File: src/rtl/int_isq_dispatch_if.sv
// Dispatch-to-ISQ bundle for the integer issue queue dispatch stage.
// Carries the rename-side offer (in_*), the ISQ enqueue side (enq_*),
// the two writeback wakeup ports, the ROB walk release port, ROB state
// and the flush pulse.
//   slave  : the dispatch stage (int_isq_dispatch)
//   master : the environment driving rename, writeback, ROB and ISQ ready
interface int_isq_dispatch_if #(
   parameter int ISQ_DATA_WIDTH      = 128,
   parameter int ISQ_CONDITION_WIDTH = 2,
   parameter int INSTR_ID_WIDTH      = 5
);
   logic                           in_valid;
   logic                           in_ready;
   logic [ISQ_DATA_WIDTH-1:0]      in_data;
   logic [INSTR_ID_WIDTH:0]        in_robid;
   logic                           in_prd_alloc;
   logic [5:0]                     in_prd;
   logic                           enq_valid;
   logic                           enq_ready;
   logic [ISQ_DATA_WIDTH-1:0]      enq_data;
   logic [ISQ_CONDITION_WIDTH-1:0] enq_condition;
   logic                           writeback0_valid;
   logic                           writeback0_need_to_wb;
   logic [5:0]                     writeback0_prd;
   logic                           writeback1_valid;
   logic                           writeback1_need_to_wb;
   logic [5:0]                     writeback1_prd;
   logic                           walk_valid;
   logic [5:0]                     walk_prd;
   logic [1:0]                     rob_state;
   logic                           flush_valid;
   logic [INSTR_ID_WIDTH:0]        flush_robid;

   modport slave (
      input  in_valid, in_data, in_robid, in_prd_alloc, in_prd,
      output in_ready,
      output enq_valid, enq_data, enq_condition,
      input  enq_ready,
      input  writeback0_valid, writeback0_need_to_wb, writeback0_prd,
      input  writeback1_valid, writeback1_need_to_wb, writeback1_prd,
      input  walk_valid, walk_prd, rob_state, flush_valid, flush_robid
   );

   modport master (
      output in_valid, in_data, in_robid, in_prd_alloc, in_prd,
      input  in_ready,
      input  enq_valid, enq_data, enq_condition,
      output enq_ready,
      output writeback0_valid, writeback0_need_to_wb, writeback0_prd,
      output writeback1_valid, writeback1_need_to_wb, writeback1_prd,
      output walk_valid, walk_prd, rob_state, flush_valid, flush_robid
   );
endinterface

File: src/rtl/int_isq_dispatch.sv
// Integer issue-queue dispatch stage.
// Tracks a 64-entry physical-register busy table, computes per-source
// readiness for each accepted renamed instruction and holds it in a single
// output register feeding the ISQ enqueue port. Wakeups arriving while the
// entry stalls are folded into its condition bits; a flush drops the held
// entry when it is younger than the flushing instruction.
// Ports:
//   clock   : rising-edge clock
//   reset_n : asynchronous active-low reset
//   bus     : int_isq_dispatch_if.slave (rename offer, enqueue, wakeup,
//             walk, ROB state, flush)
module int_isq_dispatch #(
   parameter int ISQ_DATA_WIDTH      = 128,
   parameter int ISQ_CONDITION_WIDTH = 2,
   parameter int INSTR_ID_WIDTH      = 5
) (
   input logic               clock,
   input logic               reset_n,
   int_isq_dispatch_if.slave bus
);
   localparam int NPREG = 64;

   logic [NPREG-1:0]               busy_p0;
   logic [NPREG-1:0]               busy_nxt;
   logic                           vld_p1;
   logic [ISQ_DATA_WIDTH-1:0]      data_p1;
   logic [INSTR_ID_WIDTH:0]        robid_p1;
   logic [ISQ_CONDITION_WIDTH-1:0] cond_p1;
   logic [ISQ_CONDITION_WIDTH-1:0] in_cond;
   logic [ISQ_CONDITION_WIDTH-1:0] wake_cond;
   logic [5:0]                     in_prs1, in_prs2, held_prs1, held_prs2;
   logic                           wb0_en, wb1_en;
   logic                           ready, accept, deq, flush_kill;

   // Same-cycle writeback match for a source register.
   function automatic logic wb_match(input logic [5:0] src,
                                     input logic en0, input logic [5:0] prd0,
                                     input logic en1, input logic [5:0] prd1);
      return (en0 && (prd0 == src)) || (en1 && (prd1 == src));
   endfunction

   // True when held is younger (later in program order) than flush.
   // A differing wrap bit means the index order is inverted.
   function automatic logic is_younger(input logic [INSTR_ID_WIDTH:0] held,
                                       input logic [INSTR_ID_WIDTH:0] flush);
      if (held[INSTR_ID_WIDTH] == flush[INSTR_ID_WIDTH])
         return held[INSTR_ID_WIDTH-1:0] > flush[INSTR_ID_WIDTH-1:0];
      else
         return held[INSTR_ID_WIDTH-1:0] < flush[INSTR_ID_WIDTH-1:0];
   endfunction

   assign wb0_en    = bus.writeback0_valid && bus.writeback0_need_to_wb;
   assign wb1_en    = bus.writeback1_valid && bus.writeback1_need_to_wb;
   assign in_prs1   = bus.in_data[116:111];
   assign in_prs2   = bus.in_data[110:105];
   assign held_prs1 = data_p1[116:111];
   assign held_prs2 = data_p1[110:105];

   assign ready      = (bus.rob_state == 2'b00) && !bus.flush_valid &&
                       (!vld_p1 || bus.enq_ready);
   assign accept     = bus.in_valid && ready;
   assign deq        = vld_p1 && bus.enq_ready;
   assign flush_kill = bus.flush_valid && vld_p1 &&
                       is_younger(robid_p1, bus.flush_robid);

   // Readiness uses the busy value before this cycle's updates, so an
   // instruction's own destination allocation never blocks its sources.
   always_comb begin
      in_cond    = '0;
      in_cond[1] = (in_prs1 == 6'd0) || !busy_p0[in_prs1] ||
                   wb_match(in_prs1, wb0_en, bus.writeback0_prd,
                            wb1_en, bus.writeback1_prd);
      in_cond[0] = (in_prs2 == 6'd0) || !busy_p0[in_prs2] ||
                   wb_match(in_prs2, wb0_en, bus.writeback0_prd,
                            wb1_en, bus.writeback1_prd);
      wake_cond    = '0;
      wake_cond[1] = wb_match(held_prs1, wb0_en, bus.writeback0_prd,
                              wb1_en, bus.writeback1_prd);
      wake_cond[0] = wb_match(held_prs2, wb0_en, bus.writeback0_prd,
                              wb1_en, bus.writeback1_prd);
   end

   // Clears first, then the allocation set, so a same-cycle set wins.
   always_comb begin
      busy_nxt = busy_p0;
      if (wb0_en)         busy_nxt[bus.writeback0_prd] = 1'b0;
      if (wb1_en)         busy_nxt[bus.writeback1_prd] = 1'b0;
      if (bus.walk_valid) busy_nxt[bus.walk_prd]       = 1'b0;
      if (accept && bus.in_prd_alloc && (bus.in_prd != 6'd0))
         busy_nxt[bus.in_prd] = 1'b1;
      busy_nxt[0] = 1'b0;
   end

   // ---- stage p0 -> p1: busy table and held entry control ----
   always_ff @(posedge clock or negedge reset_n) begin
      if (!reset_n) begin
         busy_p0 <= '0;
         vld_p1  <= 1'b0;
         cond_p1 <= '0;
      end else begin
         busy_p0 <= busy_nxt;
         if (accept) begin
            vld_p1  <= 1'b1;
            cond_p1 <= in_cond;
         end else if (deq || flush_kill) begin
            vld_p1  <= 1'b0;
         end else if (vld_p1) begin
            cond_p1 <= cond_p1 | wake_cond;
         end
      end
   end

   always_ff @(posedge clock) begin
      if (accept) begin
         data_p1  <= bus.in_data;
         robid_p1 <= bus.in_robid;
      end
   end

   assign bus.in_ready      = ready;
   assign bus.enq_valid     = vld_p1;
   assign bus.enq_data      = data_p1;
   assign bus.enq_condition = cond_p1;
endmodule

File: src/flat_wrapper.sv
// flat-port wrapper written by rule: the top's interface ports become plain ports
module int_isq_dispatch_flat 
#(
   parameter int ISQ_DATA_WIDTH      = 128,
   parameter int ISQ_CONDITION_WIDTH = 2,
   parameter int INSTR_ID_WIDTH      = 5
)
  (clock, reset_n, bus_in_valid, bus_in_data, bus_in_robid, bus_in_prd_alloc, bus_in_prd, bus_in_ready, bus_enq_valid, bus_enq_data, bus_enq_condition, bus_enq_ready, bus_writeback0_valid, bus_writeback0_need_to_wb, bus_writeback0_prd, bus_writeback1_valid, bus_writeback1_need_to_wb, bus_writeback1_prd, bus_walk_valid, bus_walk_prd, bus_rob_state, bus_flush_valid, bus_flush_robid);
  int_isq_dispatch_if #(.ISQ_DATA_WIDTH(ISQ_DATA_WIDTH), .ISQ_CONDITION_WIDTH(ISQ_CONDITION_WIDTH), .INSTR_ID_WIDTH(INSTR_ID_WIDTH)) bus_i ();
  input logic clock;
  input logic reset_n;
  input wire logic [$bits(bus_i.in_valid)-1:0] bus_in_valid;
  input wire logic [$bits(bus_i.in_data)-1:0] bus_in_data;
  input wire logic [$bits(bus_i.in_robid)-1:0] bus_in_robid;
  input wire logic [$bits(bus_i.in_prd_alloc)-1:0] bus_in_prd_alloc;
  input wire logic [$bits(bus_i.in_prd)-1:0] bus_in_prd;
  output wire logic [$bits(bus_i.in_ready)-1:0] bus_in_ready;
  output wire logic [$bits(bus_i.enq_valid)-1:0] bus_enq_valid;
  output wire logic [$bits(bus_i.enq_data)-1:0] bus_enq_data;
  output wire logic [$bits(bus_i.enq_condition)-1:0] bus_enq_condition;
  input wire logic [$bits(bus_i.enq_ready)-1:0] bus_enq_ready;
  input wire logic [$bits(bus_i.writeback0_valid)-1:0] bus_writeback0_valid;
  input wire logic [$bits(bus_i.writeback0_need_to_wb)-1:0] bus_writeback0_need_to_wb;
  input wire logic [$bits(bus_i.writeback0_prd)-1:0] bus_writeback0_prd;
  input wire logic [$bits(bus_i.writeback1_valid)-1:0] bus_writeback1_valid;
  input wire logic [$bits(bus_i.writeback1_need_to_wb)-1:0] bus_writeback1_need_to_wb;
  input wire logic [$bits(bus_i.writeback1_prd)-1:0] bus_writeback1_prd;
  input wire logic [$bits(bus_i.walk_valid)-1:0] bus_walk_valid;
  input wire logic [$bits(bus_i.walk_prd)-1:0] bus_walk_prd;
  input wire logic [$bits(bus_i.rob_state)-1:0] bus_rob_state;
  input wire logic [$bits(bus_i.flush_valid)-1:0] bus_flush_valid;
  input wire logic [$bits(bus_i.flush_robid)-1:0] bus_flush_robid;
  assign bus_i.in_valid = bus_in_valid;
  assign bus_i.in_data = bus_in_data;
  assign bus_i.in_robid = bus_in_robid;
  assign bus_i.in_prd_alloc = bus_in_prd_alloc;
  assign bus_i.in_prd = bus_in_prd;
  assign bus_in_ready = bus_i.in_ready;
  assign bus_enq_valid = bus_i.enq_valid;
  assign bus_enq_data = bus_i.enq_data;
  assign bus_enq_condition = bus_i.enq_condition;
  assign bus_i.enq_ready = bus_enq_ready;
  assign bus_i.writeback0_valid = bus_writeback0_valid;
  assign bus_i.writeback0_need_to_wb = bus_writeback0_need_to_wb;
  assign bus_i.writeback0_prd = bus_writeback0_prd;
  assign bus_i.writeback1_valid = bus_writeback1_valid;
  assign bus_i.writeback1_need_to_wb = bus_writeback1_need_to_wb;
  assign bus_i.writeback1_prd = bus_writeback1_prd;
  assign bus_i.walk_valid = bus_walk_valid;
  assign bus_i.walk_prd = bus_walk_prd;
  assign bus_i.rob_state = bus_rob_state;
  assign bus_i.flush_valid = bus_flush_valid;
  assign bus_i.flush_robid = bus_flush_robid;
  int_isq_dispatch #(.ISQ_DATA_WIDTH(ISQ_DATA_WIDTH), .ISQ_CONDITION_WIDTH(ISQ_CONDITION_WIDTH), .INSTR_ID_WIDTH(INSTR_ID_WIDTH)) u_core (.clock(clock), .reset_n(reset_n), .bus(bus_i));
endmodule
File: config.mk
export PLATFORM = sky130hd
export DESIGN_NAME = int_isq_dispatch_flat
export DESIGN_NICKNAME = d
export VERILOG_FILES = /design/src/rtl/int_isq_dispatch_if.sv /design/src/rtl/int_isq_dispatch.sv /design/src/flat_wrapper.sv
export SDC_FILE = /design/constraint.sdc
export NUM_CORES = 1
export LEC_CHECK = 0
export CAP_MARGIN = 20
export CORE_ASPECT_RATIO = 0.5
export CORE_MARGIN = 10
export CORE_UTILIZATION = 42
export CTS_CLUSTER_DIAMETER = 30
export CTS_CLUSTER_SIZE = 40
export DETAILED_ROUTE_END_ITERATION = 7
export PLACE_DENSITY = 0.87
export SLEW_MARGIN = 15
export SYNTH_ARGS = -nofsm -noshare
export SYNTH_HDL_FRONTEND = slang
export SYNTH_SLANG_ARGS = --single-unit
File: constraint.sdc
create_clock -name clock -period 5.7 [get_ports clock]
set_input_delay 1.71 -clock clock [delete_from_list [all_inputs] [get_ports clock]]
set_output_delay 1.71 -clock clock [all_outputs]
set_load 0.01 [all_outputs]
==> metrics.yaml, run 1 <==
outcome:
  outcome: "finished clean"
logic_synthesis:
  synth_edf_count: 134
  yosysTopAreaCell: "edfxtp_1"
  ys_types: 51
  ys_seq_area_frac: 0.600
  ys_seq_elements: 200
  netlist.area_leader.share: 0.426
  netlist_instances: 718
  synth_area_leaders: "edfxtp_1, dfrtp_1, mux4_2"
  yosysMostFrequentCell: "edfxtp_1"
  ys.flop_type: "edfxtp_1"
  synth_common_cells: "edfxtp_1, nor2_1, dfrtp_1, o22ai_1, o221ai_1"
  synth.avg_cell_area_sq_um: 13.2
  yosysWarnings: 0
  ys_async_sr_fraction: 0.330
  synth_fp_nets: 900
  synth_area_sq_um: 9460
global_routing:
  grt_pass1_vias: 7993
  antenna_found_initial: 4
  grt_use_total: 0.250
  grt_pass1_wl_mm: 54.7
  grt_max_degree: 136
  gr-total-overflow: 0
detailed_routing:
  drtPass1Iterations: 8
  drt-wirelength-per-cell_um: 29.0
  drtAntennaViolNets: 0
  viasPerCell: 6.30
  vias: 8346
  drcViolationCount: 0
  totalWireLength_mm: 38.4
  drt_iter0_markers: 1278
power_and_ir_drop:
  ir_drop_uv: 208
  powerDensity_nw_per_um2: 238
  p_leak_nw: 4.64
finish:
  drive_gt1_frac: 0.0696
  fin_util: 0.609
  fill_cells: 1645
  synthToLayoutAreaGrowth_pct: 41.2
  final_cells: 1324
  nets: 1189
floorplan:
  core_area_sq_um: 21900
  die_h_um: 126
  design.die.area_sq_um: 29300
  start_util: 0.431
  die_w_um: 232
  io-pin-count: 309
  rows: 38
sta:
  tightest_slew_ns: 0.978
  fin_skew_ns: 0.00790
  rsz0062_at_grt: "false"
  period_minus_slack_ns: 4.78
  setup_viol: 0
  fmax_ghz: 0.209
  slew_headroom: 0.346
  finalHoldViolCount: 0
  tns_ns: 0
  min_period_over_period: 0.838
  drv_slew: 0
cts:
  cts_resized: 0
  cts_root_buf: "clkbuf_16"
  cts_buffers: 17
  htreeDepth: 4
  cts.clk_slew.worst_paths_ns: 0.07
  insertion_delay_ns: 0.45
  cts.hold.buffers_added: 0
  cts_setup_buffers: 0
  clockBufferDepth: 2
  cts_sinks: 200
  cts_tree: "done"
setup_path:
  critPathMaxFanout: 5
  crit_type: "input port to primary output"
  start_kind: "input port"
  end_kind: "primary output"
  arrival_ns: 3.07
  ff2ff_setup_slack_ns: 3.42
  cp.required_ns: 3.99
place:
  place.gp.congestion: 1.03
  place_hpwl_mm: 28.1
  dp_cells: 1288
  io_buffers: 308
worst_hold_path:
  hold_path.class: "register to register"
job:
  cap_violations: 0
[where the power goes]
group	leakage [nW]	total, mW	internal, mW	switching (mW)
logic	2.25	0.394	0.203	0.191
registers	2.13	1.61	1.59	0.0195
clock network	0.265	1.18	0.610	0.568
total	4.64	3.18	2.40	0.779
[worst paths after layout]
| kind | to | start | depth (start not counted) |
|---|---|---|---|
| min in group asynchronous | u_core.busy_p0[44] | reset_n | 1 |
| max in group asynchronous | u_core.busy_p0[26] | reset_n | 2 |
| setup reg to reg | u_core.bus.enq_condition[1] | u_core.robid_p1[2] | 7 |
| hold reg to reg | u_core.bus.enq_condition[0] | u_core.bus.enq_condition[0] | 1 |
| hold / removal | u_core.bus.enq_condition[0] | u_core.bus.enq_condition[0] | 1 |
| setup / recovery | bus_in_ready | bus_enq_ready | 4 |
[kinds of logic after synthesis]
kind of cell,Yosys count,synth area share
mux,46,0.0922
xor+xnor,49,0.0454
fa+ha+maj,5,0.00662
simple gates,214,0.114
flops,200,0.600
compound gates,150,0.118
buf+inv,54,0.0234
[through the flow]
stage | worst slack, ns | total power, mW | area, sq um | hold WS (ns)
after global placement | 0.917 | 2.01 | 12800 | 0.508
after floorplan | 0.997 | 1.79 | 9460 | 0.477
after global routing | 0.860 | 3.26 | 13300 | 0.575
after detailed placement | 0.921 | 2.02 | 12800 | 0.534
final | 0.925 | 3.18 | 13300 | 0.555
after CTS | 0.919 | 3.17 | 13300 | 0.549
[worst max-delay path, stage by stage]
cell and delay [ns]:
clkdlybuf4s50_1 0.45, nand2b_1 0.19, and3_1 0.17, clkdlybuf4s50_1 0.54
[sequential cells by signal, summed over array words and instances (netlist names)]
register	flops
u_core.bus.enq_condition	2
u_core.bus.enq_data	128
u_core.busy_p0	63
u_core.robid_p1	6
u_core.bus.enq_valid	1
[routing by layer]
layer | track usage | wire [um]
met5 | 0 | 0
met3 | 0.0861 | 4910
met1 | 0.279 | 13000
met4 | 0.101 | 1590
met2 | 0.432 | 19000
[area by class of cell]
| type | instances | area [sq um] | share of cell area |
|---|---|---|---|
| Tap cell | 300 | 375 | 0.0281 |
| Sequential cell | 200 | 5680 | 0.425 |
| Clock buffer | 20 | 437 | 0.0327 |
| Timing Repair Buffer | 314 | 3140 | 0.235 |
| Inverter | 10 | 37.5 | 0.00281 |
| Clock inverter | 12 | 118 | 0.00881 |
| Antenna cell | 4 | 10.0 | 0.000750 |
| Multi-Input combinational cell | 464 | 3560 | 0.267 |
[cells in the final DEF (no fill, tap or decap), types with 6 or more instances in the layout]
cell	synthesis	layout
nand3b_1	17	17
clkdlybuf4s50_1	0	307
nand3_1	18	18
mux4_1	8	8
dfrtp_1	66	66
nor2b_1	9	9
nor3_1	6	6
xor2_1	24	24
or3b_2	6	6
nand2_1	39	39
mux4_2	22	22
nor2_1	74	74
o21ai_0	8	8
clkbuf_16	0	17
nor4_1	9	9
o22ai_1	56	56
inv_1	10	10
or3_1	6	6
o221ai_1	55	55
nand4_1	12	12
mux2i_1	11	11
a22oi_1	6	6
edfxtp_1	134	134
xnor2_1	25	25
No activity file was read; power rests on OpenSTA's default activity.
==> inputs of run 2 (changes only) <==
Settings changed: CORE_UTILIZATION 42 to 47, PLACE_DENSITY 0.87 to 0.92.
Clock period 5.7 ns to 4.6 ns, I/O delays scaled along.
==> run 2 against run 1 <==
Combinational power rose by 28%. Critical path type unchanged. Hold slack worse by 0.020 ns. Die area fell by 9.4%. Via count grew 1.6%. Utilization is 7.4 points higher. Sequential power increased by 24%. Global-route usage up 5.3 points. Setup slack worse by 0.48 ns. Non-clock buffer count rose by 4. Final cell count decreased by 2.6%. Clock skew is 0.0019 ns higher. Clock-buffer cell count is 3 lower.
==> metrics.yaml, run 2 (synthesized netlist as in run 1, its figures left out) <==
cts:
  cts_setup_buffers: 0  # unchanged
  cts_buffers: 17  # unchanged
  cts_root_buf: "clkbuf_16"
  clockBufferDepth: 2  # unchanged
  cts.hold.buffers_added: 0  # unchanged
  cts_resized: 0  # unchanged
  cts_tree: "done"
  htreeDepth: 4  # unchanged
  insertion_delay_ns: 0.45  # about the same
  cts_sinks: 200  # unchanged
  cts.clk_slew.worst_paths_ns: 0.08  # about the same
sta:
  tns_ns: 0  # unchanged
  finalHoldViolCount: 0  # unchanged
  fin_skew_ns: 0.00976  # +0.00186 ns
  fmax_ghz: 0.241
  rsz0062_at_grt: "false"
  tightest_slew_ns: 0.871  # -0.107 ns
  drv_slew: 0  # unchanged
  setup_viol: 0  # unchanged
  period_minus_slack_ns: 4.16
  min_period_over_period: 0.903
  slew_headroom: 0.418  # +0.0715
  fin_ws_ns: 0.444  # -0.480 ns
global_routing:
  met3_usage: 0.0918  # +0.00578
  gr-total-overflow: 0  # unchanged
  antenna_found_initial: 3  # -1
  grt_pass1_vias: 8472  # +6.0%
  grt_pass1_wl_mm: 59.0  # +7.9%
  grt_use_total: 0.302  # +0.0526
  grt.busiest_layer: "met2"
  grt_max_degree: 140  # +2.9%
  use_met1: 0.367  # +0.0875
  grt_use_met2: 0.505  # +0.0730
outcome:
  outcome: "finished clean"
power_and_ir_drop:
  power_mw: 4.05  # +27%
  pwr-share-seq: 0.492  # -0.013
  p_leak_nw: 4.69  # +1.1%
  ir_drop_uv: 200  # -4.2%
  p_sw_mw: 1.01  # +30%
  p_sw_frac: 0.250  # +0.00498
  combinationalPowerShare: 0.124  # about the same
  intPower_mw: 3.04  # +27%
  powerDensity_nw_per_um2: 303  # +27%
  clock_power_share: 0.384  # +0.013
setup_path:
  start_kind: "input port"
  cp_cell_sequence: "clkdlybuf4s50_1 > nand2b_1 > and3_1 > clkdlybuf4s50_1"
  reg2reg_to: "u_core.bus.enq_condition[1]"
  cp_slowest_cell: "clkdlybuf4s50_1"
  ff2ff_setup_slack_ns: 2.16  # -1.26 ns
  arrival_ns: 2.78  # -0.29 ns
  startpoint: "bus_enq_ready"
  cpMostUsedCell: "clkdlybuf4s50_1"
  end_kind: "primary output"
  cp.required_ns: 3.22  # -0.77 ns
  critPathMaxFanout: 5  # unchanged
  crit_type: "input port to primary output"
  endpoint: "bus_in_ready"
  reg2reg_depth: 7  # unchanged
  worstReg2RegStart: "u_core.robid_p1[2]"
  slowest_delay_ns: 0.56  # +0.02 ns
place:
  place_hpwl_mm: 29.5  # +5.2%
  io_buffers: 308  # unchanged
  place_area_sq_um: 12800  # unchanged
  place.gp.congestion: 0.985  # -4.3%
  pre_cts_ws_ns: 0.437  # -0.484 ns
worst_hold_path:
  hold_path.class: "register to register"
finish:
  largest_reg_flops: 128  # unchanged
  synthToLayoutAreaGrowth_pct: 41.4
  design_area_sq_um: 13400  # +0.19%
  final_common_cell: "clkdlybuf4s50_1"
  fill_cells: 1382  # -16%
  drive_gt1_frac: 0.0753  # +0.00573
  final_cell_mix: "clkdlybuf4s50_1, edfxtp_1, nor2_1"
  fin_util: 0.683  # +0.0735
  nets: 1193  # +0.34%
floorplan:
  die_h_um: 120  # -4.6%
  io-pin-count: 309  # unchanged
  rows: 36  # -5.3%
  start_util: 0.483  # +0.0512
  core_area_sq_um: 19600  # -11%
  design.die.area_sq_um: 26500  # -9.4%
  die_w_um: 221  # -5.0%
detailed_routing:
  totalWireLength_mm: 41.4  # +7.7%
  drtPass1Iterations: 6  # -2
  drt-wirelength-per-cell_um: 32.1  # +11%
  drcViolationCount: 0  # unchanged
  drt_iter0_markers: 1664  # +30%
  viasPerCell: 6.58  # +4.4%
  drtAntennaViolNets: 0  # unchanged
  vias: 8479  # +1.6%
job:
  cap_violations: 0  # unchanged
==> run 2: cell count changes in the layout (fill, tap and decap cells not counted), sizes merged <==
cell	previous run	this run
diode	4	1
buf	7	11
bufinv	1	2
inv	14	16
clkinvlp	2	0
clkbuf	20	17
==> run 2: worst min path at each step <==
stage / startpoint / endpoint / slack (ns) / depth (start not counted)
2_1_floorplan: u_core.busy_p0[56] / u_core.busy_p0[56] / 0.48 / 2
3_3_place_gp: u_core.bus.enq_condition[0] / u_core.bus.enq_condition[0] / 0.51 / 1
3_5_place_dp: u_core.busy_p0[56] / u_core.busy_p0[56] / 0.52 / 2
4_1_cts: u_core.busy_p0[56] / u_core.busy_p0[56] / 0.54 / 2
5_1_grt: u_core.bus.enq_condition[0] / u_core.bus.enq_condition[0] / 0.56 / 1
6_report: u_core.busy_p0[56] / u_core.busy_p0[56] / 0.54 / 2
==> run 2: final cells by class <==
class / instances / area, sq um / share of cell area
antenna: 1 / 2.50 / 0.000187
clock buffer: 17 / 425 / 0.0318
clock inverter: 13 / 161 / 0.0121
inverter: 10 / 37.5 / 0.00281
multi-input combinational: 464 / 3560 / 0.266
sequential: 200 / 5680 / 0.424
tap: 266 / 333 / 0.0249
timing repair buffer: 318 / 3180 / 0.238
==> run 2: per-stage QoR <==
stage,hold WS (ns),std cells
final,0.535,1289
after global routing,0.561,1289
after CTS,0.537,1288
after detailed placement,0.521,1258
after global placement,0.515,1258
after floorplan,0.477,718
==> run 2: power groups by stage <==
stage / Sequential, mW / Combinational, mW / Clock, mW
floorplan: 2.03 / 0.182 / 0
global placement: 2.03 / 0.475 / 0
detailed placement: 2.03 / 0.488 / 0
CTS: 1.99 / 0.495 / 1.55
global route: 1.99 / 0.528 / 1.63
finish: 1.99 / 0.503 / 1.55
==> run 2: per-layer routing <==
| metal | wire length, um | up-vias |
|---|---|---|
| met5 | 31 | - |
| met4 | 1610 | 4 |
| met3 | 5150 | 142 |
| met2 | 20000 | 718 |
| met1 | 14600 | 4180 |
| li1 | - | 3435 |
==> run 2: critical path, delay by kind of cell <==
family                 cells  cell delay, ns
and+or+nand+nor            2            0.38
buffers and inverters      2            1.01
